## src/rtl/add_pkg.sv

```systemverilog
// Shared types and helpers for the sequential multi-byte adder.
// One 8-bit slice is reused across all operand bytes.
package add_pkg;

  localparam int BYTE_W    = 8;
  localparam int MAX_BYTES = 16;
  localparam int MAX_W     = BYTE_W * MAX_BYTES;

  typedef enum logic [1:0] {
    IDLE = 2'd0,
    RUN  = 2'd1,
    DONE = 2'd2
  } state_e;

  // Byte i of a vector zero-extended to MAX_W bits
  function automatic logic [BYTE_W-1:0] byte_at(
    input logic [MAX_W-1:0] v,
    input logic [3:0]       i
  );
    return v[{i, 3'b000} +: BYTE_W];
  endfunction

endpackage

```

## src/rtl/add8_slice.sv

```systemverilog
// 8-bit combinational ripple-carry adder slice.
// Carry ripples from bit 0 upward through full-adder cells.
module add8_slice
  import add_pkg::*;
(
  input  logic [BYTE_W-1:0] a,
  input  logic [BYTE_W-1:0] b,
  input  logic              cin,
  output logic [BYTE_W-1:0] sum,
  output logic              cout
);

  logic [BYTE_W:0] w_c;

  assign w_c[0] = cin;

  for (genvar i = 0; i < BYTE_W; i++) begin : g_fa
    assign sum[i]     = a[i] ^ b[i] ^ w_c[i];
    assign w_c[i+1]   = (a[i] & b[i])
                      | (w_c[i] & (a[i] ^ b[i]));
  end

  assign cout = w_c[BYTE_W];

endmodule

```

## src/rtl/multiword_add_seq.sv

```systemverilog
// Wide add/subtract built from one 8-bit slice, one byte per cycle.
// Operands arrive and results leave over valid/ready handshakes.
module multiword_add_seq
  import add_pkg::*;
#(
  parameter int NBYTES = 4
) (
  input  logic                     clk,
  input  logic                     rst_n,
  input  logic                     in_valid,
  output logic                     in_ready,
  input  logic [BYTE_W*NBYTES-1:0] a,
  input  logic [BYTE_W*NBYTES-1:0] b,
  input  logic                     cin,
  input  logic                     sub,
  output logic                     out_valid,
  input  logic                     out_ready,
  output logic [BYTE_W*NBYTES-1:0] sum,
  output logic                     cout,
  output logic                     overflow
);

  localparam int W  = BYTE_W * NBYTES;
  localparam int IW = $clog2(NBYTES);
  localparam logic [IW-1:0] LAST = IW'(NBYTES - 1);

  state_e          r_state;
  logic [W-1:0]    r_a;
  logic [W-1:0]    r_b;
  logic [W-1:0]    r_sum;
  logic            r_carry;
  logic            r_cout;
  logic            r_ovf;
  logic [IW-1:0]   r_idx;

  logic [BYTE_W-1:0] w_a_byte;
  logic [BYTE_W-1:0] w_b_byte;
  logic [BYTE_W-1:0] w_s;
  logic              w_co;
  logic              w_ovf;

  assign w_a_byte = byte_at(MAX_W'(r_a), 4'(r_idx));
  assign w_b_byte = byte_at(MAX_W'(r_b), 4'(r_idx));

  add8_slice u_slice (
    .a    (w_a_byte),
    .b    (w_b_byte),
    .cin  (r_carry),
    .sum  (w_s),
    .cout (w_co)
  );

  // r_b already holds ~B for subtract, so one rule covers both ops
  assign w_ovf = (r_a[W-1] == r_b[W-1])
              && (w_s[BYTE_W-1] != r_a[W-1]);

  always_ff @(posedge clk or negedge rst_n) begin
    if (!rst_n) begin
      r_state <= IDLE;
      r_a     <= '0;
      r_b     <= '0;
      r_sum   <= '0;
      r_carry <= 1'b0;
      r_cout  <= 1'b0;
      r_ovf   <= 1'b0;
      r_idx   <= '0;
    end else begin
      unique case (r_state)
        IDLE: begin
          if (in_valid) begin
            r_a     <= a;
            r_b     <= sub ? ~b : b;
            r_carry <= sub | cin;
            r_idx   <= '0;
            r_state <= RUN;
          end
        end
        RUN: begin
          for (int k = 0; k < NBYTES; k++) begin
            if (r_idx == IW'(k)) begin
              r_sum[k*BYTE_W +: BYTE_W] <= w_s;
            end
          end
          r_carry <= w_co;
          if (r_idx == LAST) begin
            r_idx   <= '0;
            r_cout  <= w_co;
            r_ovf   <= w_ovf;
            r_state <= DONE;
          end else begin
            r_idx <= r_idx + 1'b1;
          end
        end
        DONE: begin
          if (out_ready) begin
            r_state <= IDLE;
          end
        end
        default: r_state <= IDLE;
      endcase
    end
  end

  assign in_ready  = (r_state == IDLE);
  assign out_valid = (r_state == DONE);
  assign sum       = r_sum;
  assign cout      = r_cout;
  assign overflow  = r_ovf;

endmodule

```

## config.mk

```make
export PLATFORM = sky130hd
export DESIGN_NAME = multiword_add_seq
export DESIGN_NICKNAME = d
export VERILOG_FILES = /design/src/rtl/add_pkg.sv /design/src/rtl/add8_slice.sv /design/src/rtl/multiword_add_seq.sv
export SDC_FILE = /design/constraint.sdc
export NUM_CORES = 1
export LEC_CHECK = 0
export CORE_ASPECT_RATIO = 1.5
export CORE_UTILIZATION = 40
export DETAILED_ROUTE_END_ITERATION = 16
export GPL_ROUTABILITY_DRIVEN = 0
export GPL_TIMING_DRIVEN = 0
export HOLD_SLACK_MARGIN = 0.1
export PLACE_DENSITY_LB_ADDON = 0.2
export SLEW_MARGIN = 5
export SYNTH_ARGS = -nofsm -noshare
export SYNTH_HDL_FRONTEND = slang
export SYNTH_SLANG_ARGS = --single-unit
```

## constraint.sdc

```tcl
create_clock -name clk -period 12.9 [get_ports clk]
set_input_delay 1.935 -clock clk [delete_from_list [all_inputs] [get_ports clk]]
set_output_delay 1.935 -clock clk [all_outputs]
set_load 0.005 [all_outputs]
```

==> report_table.html <==
<table>
<tr><th>Metric</th><th>Value</th></tr>
<tr><th colspan="2">Logic synthesis</th></tr>
<tr><td>Post-synth EDFFs</td><td>0</td></tr>
<tr><td>Synth Instances</td><td>423</td></tr>
<tr><td>Fraction of registers with async set or reset after synthesis</td><td>100.0%</td></tr>
<tr><td>Compound-Gate Fraction of Synth Area</td><td>7.163%</td></tr>
<tr><td>Post-synthesis cell area</td><td>4891 µm²</td></tr>
<tr><td>Post-synthesis mux area share</td><td>12.89%</td></tr>
<tr><td>Parity-gate share of the synthesized area counting xor and xnor cells</td><td>5.730%</td></tr>
<tr><td>Yosys synthesis warning count</td><td>0</td></tr>
<tr><td>Number of synthesized register bits</td><td>103</td></tr>
<tr><td>Distinct cells, synth</td><td>26</td></tr>
<tr><td>Post-synthesis area per instance</td><td>11.56 µm²</td></tr>
<tr><td>Adder and majority cell fraction of the synthesized area</td><td>4.298%</td></tr>
<tr><td>Net count after synthesis</td><td>505</td></tr>
<tr><td>Post-synthesis simple-gate area fraction</td><td>12.69%</td></tr>
<tr><td>Sequential-to-total area share from yosys stat</td><td>52.70%</td></tr>
<tr><td>Top_reg_cell synth</td><td>dfrtp_1</td></tr>
<tr><td>Main combinational cell family by area after synthesis</td><td>multiplexers</td></tr>
<tr><th colspan="2">Final layout</th></tr>
<tr><td>Final core area utilization</td><td>53.74%</td></tr>
<tr><td>Antenna diode count</td><td>0</td></tr>
<tr><td>Total Nets Final</td><td>621</td></tr>
<tr><td># fillers</td><td>1087</td></tr>
<tr><td>Share of layout cells above drive strength 1</td><td>20.22%</td></tr>
<tr><td>Non-filler instance count after layout</td><td>697</td></tr>
<tr><td>Post-synthesis to final-layout area growth</td><td>31.36%</td></tr>
<tr><td>Finished Cell Area</td><td>6425 µm²</td></tr>
<tr><th colspan="2">Critical path</th></tr>
<tr><td>Most used cell, CP</td><td>fa_1</td></tr>
<tr><td>Number of buffers and inverters on the critical path</td><td>4</td></tr>
<tr><td>Category of the worst setup path launch point</td><td>register</td></tr>
<tr><td>WP depth</td><td>16</td></tr>
<tr><td>Highest net fanout along the worst path</td><td>10</td></tr>
<tr><td>Library cell contributing the largest single delay on the critical path</td><td>mux4_2</td></tr>
<tr><td>Maximum single-stage delay on the critical path</td><td>550 ps</td></tr>
<tr><td>Worst Reg2Reg Path Length in Cells</td><td>16</td></tr>
<tr><td>Critical path class</td><td>register to register</td></tr>
<tr><td>Top Family by Delay on Critical Path</td><td>adder cells</td></tr>
<tr><td>Category of the worst setup path capture point</td><td>register</td></tr>
<tr><td>Required time at the endpoint of the critical path</td><td>13110 ps</td></tr>
<tr><td>Signal arrival time at the worst endpoint</td><td>5200 ps</td></tr>
<tr><td>Worst-path cell chain</td><td>buf_4 -&gt; mux4_2 -&gt; fa_1 -&gt; fa_1 -&gt; fa_1 -&gt; fa_1 -&gt; fa_1 -&gt; inv_1 -&gt; fa_1 -&gt; inv_1 -&gt; fa_1 -&gt; inv_1 -&gt; fa_1 -&gt; and3_1 -&gt; nor2_1 -&gt; o21ai_0</td></tr>
<tr><th colspan="2">Drt</th></tr>
<tr><td>Routed len/inst</td><td>16.05 µm</td></tr>
<tr><td>Post-detailed-route via-to-cell ratio</td><td>4.844</td></tr>
<tr><td>DRT antenna net count</td><td>0</td></tr>
<tr><td>TritonRoute pass-1 iters</td><td>4</td></tr>
<tr><td>Drt first-iter violations</td><td>108</td></tr>
<tr><td>Remaining routing DRC violations</td><td>0</td></tr>
<tr><td>Detailed Route WL</td><td>11190 µm</td></tr>
<tr><td>Number of vias after detailed routing</td><td>3376</td></tr>
<tr><th colspan="2">Global routing</th></tr>
<tr><td>Met1 GRT Util</td><td>22.71%</td></tr>
<tr><td>Global-route congestion overflow total</td><td>0</td></tr>
<tr><td>Number of antenna violations at the first check in global routing</td><td>0</td></tr>
<tr><td>Fraction of met2 tracks used by global routing</td><td>35.66%</td></tr>
<tr><td>Met3 global-route usage</td><td>2.594%</td></tr>
<tr><td>Global-route wire length before repair</td><td>18070 µm</td></tr>
<tr><td>Tot GR Track Use</td><td>19.27%</td></tr>
<tr><td>Maximum number of pins on one net before global-route repair</td><td>59</td></tr>
<tr><td>Layer with the highest usage</td><td>met2</td></tr>
<tr><td>Vias in the first global route</td><td>3453</td></tr>
<tr><th colspan="2">Outcome</th></tr>
<tr><td>Result of the run</td><td>complete, no violations</td></tr>
<tr><th colspan="2">Clocking</th></tr>
<tr><td>CTS buffer count</td><td>9</td></tr>
<tr><td>Post-CTS setup buffer count</td><td>0</td></tr>
<tr><td>Total clock sinks</td><td>103</td></tr>
<tr><td>Post-CTS sizing</td><td>0</td></tr>
<tr><td>Clock tree from TritonCTS</td><td>built</td></tr>
<tr><td>Number of hold buffers added after cts</td><td>0</td></tr>
<tr><td>Root buffer cell</td><td>clkbuf_16</td></tr>
<tr><td>Skew-Pair Late Insertion Delay</td><td>340 ps</td></tr>
<tr><td>Clock transition at path regs</td><td>60 ps</td></tr>
<tr><td>H-tree level count</td><td>3</td></tr>
<tr><td>CTS max path bufs</td><td>2</td></tr>
<tr><th colspan="2">Power</th></tr>
<tr><td>Cell internal pwr</td><td>1.064 mW</td></tr>
<tr><td>IR drop worst, VDD</td><td>121.2 µV</td></tr>
<tr><td>Comb power frac</td><td>50.8%</td></tr>
<tr><td>Pwr dens</td><td>260.8 nW/µm²</td></tr>
<tr><td>Final Power</td><td>1.676 mW</td></tr>
<tr><td>Clock network power share</td><td>15.0%</td></tr>
<tr><td>Sw Share</td><td>36.54%</td></tr>
<tr><td>Cell leakage power</td><td>2.872 nW</td></tr>
<tr><td>Sequential share of power</td><td>34.1%</td></tr>
<tr><td>Power spent charging and discharging nets</td><td>0.6122 mW</td></tr>
<tr><th colspan="2">Placed design</th></tr>
<tr><td>Placed Area</td><td>6148 µm²</td></tr>
<tr><td>Buffers added on ports</td><td>104</td></tr>
<tr><td>Worst Setup Slack post-DPL</td><td>7886 ps</td></tr>
<tr><td>Post-detail-place hpwl</td><td>8570 µm</td></tr>
<tr><td>Dpl cells</td><td>681</td></tr>
<tr><th colspan="2">Floorplan</th></tr>
<tr><td>Starting density of the core</td><td>40.91%</td></tr>
<tr><td>I/O pin count</td><td>106</td></tr>
<tr><td>Die Span Y</td><td>137.4 µm</td></tr>
<tr><td>Die area</td><td>12680 µm²</td></tr>
<tr><td>Placeable core region</td><td>11960 µm²</td></tr>
<tr><td>Row count</td><td>49</td></tr>
<tr><td>Die width</td><td>92.29 µm</td></tr>
<tr><th colspan="2">STA</th></tr>
<tr><td>Achievable clock frequency</td><td>200.7 MHz</td></tr>
<tr><td>Final worst slack</td><td>7918 ps</td></tr>
<tr><td>Number of setup violations in the final report</td><td>0</td></tr>
<tr><td>Hold Worst Slack</td><td>473.8 ps</td></tr>
<tr><td>Setup skew after layout</td><td>4.451 ps</td></tr>
<tr><td>Number of max-slew violations in the final report</td><td>0</td></tr>
<tr><td>Total Negative Setup Slacks</td><td>0 ps</td></tr>
<tr><td>Worst-case headroom to the max-slew limit</td><td>58.88%</td></tr>
<tr><td>Post-layout min period</td><td>4982 ps</td></tr>
<tr><td>Final clock period utilization by the worst path</td><td>38.62%</td></tr>
<tr><td>Final hold violations</td><td>0</td></tr>
<tr><td>Slew of the pin with the lowest slew margin</td><td>616.7 ps</td></tr>
<tr><td>Setup repair after global routing missed its margin</td><td>no</td></tr>
<tr><th colspan="2">Job</th></tr>
<tr><td>Max Cap Violations</td><td>0</td></tr>
<tr><th colspan="2">Min path</th></tr>
<tr><td>Hold depth</td><td>2</td></tr>
<tr><td>Hold/Removal Path Class</td><td>register to register</td></tr>
</table>
-- power groups by stage --
stage	Sequential, mW	Clock (mW)	Combinational, mW
final	0.572	0.252	0.851
after global routing	0.591	0.271	0.953
after global placement	0.570	0	0.850
after CTS	0.573	0.258	0.870
after floorplan	0.557	0	0.555
after detailed placement	0.578	0	0.869
-- cell families after synthesis --
group                      count (synthesis)
buffers and inverters                     35
xor gates and xnor gates                  32
DFF                                      103
and+or+nand+nor                          153
muxes                                     40
AOI/OAI and AO/OA                         48
adders and majority gates                 12
-- final cells by class --
type                    count  area, µm²  area share, %
plain buffers              24      180.2          2.804
clock buffers              12      256.5          3.992
clock inverters             4      20.02         0.3116
inverters                  11      41.29         0.6426
multi-input cells         285       2092          32.56
flip-flops and latches    103       2577          40.12
well taps                 153      191.4          2.980
repair buffers            105       1066          16.59
-- cells in the final DEF, fill, tap and decap left out, types with 2 or more instances in the layout --
master | netlist | layout
nor2_1 | 2 | 2
clkinv_2 | 0 | 4
mux2_2 | 24 | 24
clkbuf_16 | 0 | 9
buf_4 | 2 | 3
nand3b_1 | 4 | 4
clkbuf_1 | 1 | 2
inv_1 | 11 | 11
xnor2_1 | 32 | 32
o21ai_0 | 13 | 13
nand2_1 | 138 | 138
nand2b_1 | 2 | 2
mux4_2 | 16 | 16
dfrtp_1 | 103 | 103
fa_1 | 8 | 8
nand3_1 | 2 | 2
clkbuf_8 | 0 | 2
o21ai_1 | 5 | 5
buf_6 | 9 | 9
buf_2 | 12 | 12
o21ai_2 | 28 | 28
ha_1 | 4 | 4
clkdlybuf4s50_1 | 0 | 103
-- path summary, 6_finish.rpt --
path | slack, ps | from | endpoint
setup reg to reg | 7920 | r_idx[0] | overflow
hold reg to reg | 470 | r_b[18] | r_b[18]
max in group asynchronous | 10590 | rst_n | r_b[3]
hold / removal | 470 | r_b[18] | r_b[18]
min in group asynchronous | 1600 | rst_n | r_a[11]
setup / recovery | 7920 | r_idx[0] | overflow
-- cells in the mapped netlist, types with 2 or more instances --
cell      count  share of area [%]
dfrtp_1     103                 53
buf_6         9                2.1
nand2b_1      2               0.26
fa_1          8                3.3
o21ai_0      13                1.3
nor2_1        2               0.15
mux2_2       24                5.5
inv_1        11               0.84
nand3_1       2               0.20
buf_2        12                1.2
o21ai_2      28                5.0
xnor2_1      32                5.7
nand2_1     138                 11
mux4_2       16                7.4
buf_4         2               0.31
o21ai_1       5               0.51
nand3b_1      4               0.61
ha_1          4                1.0
-- sequential cells by signal, summed over array words and instances (netlist names) --
signal / flops
r_state: 2
r_a: 32
sum: 32
overflow: 1
r_idx: 2
cout: 1
r_carry: 1
r_b: 32
-- worst min-delay path, delay by kind of cell, from the launching register on --
family / cells / cell delay (ps)
AND/OR/NAND/NOR: 1 / 60
flip-flops: 1 / 340
AO/OA/AOI/OAI: 1 / 50
-- layer usage --
layer | routed length [µm] | part of all wire, %
met2 | 6171 | 55
met4 | 158 | 1.4
met1 | 4484 | 40
met3 | 374 | 3.3
met5 | 0 | 0
Note: power is estimated with default switching activity, not from simulation.
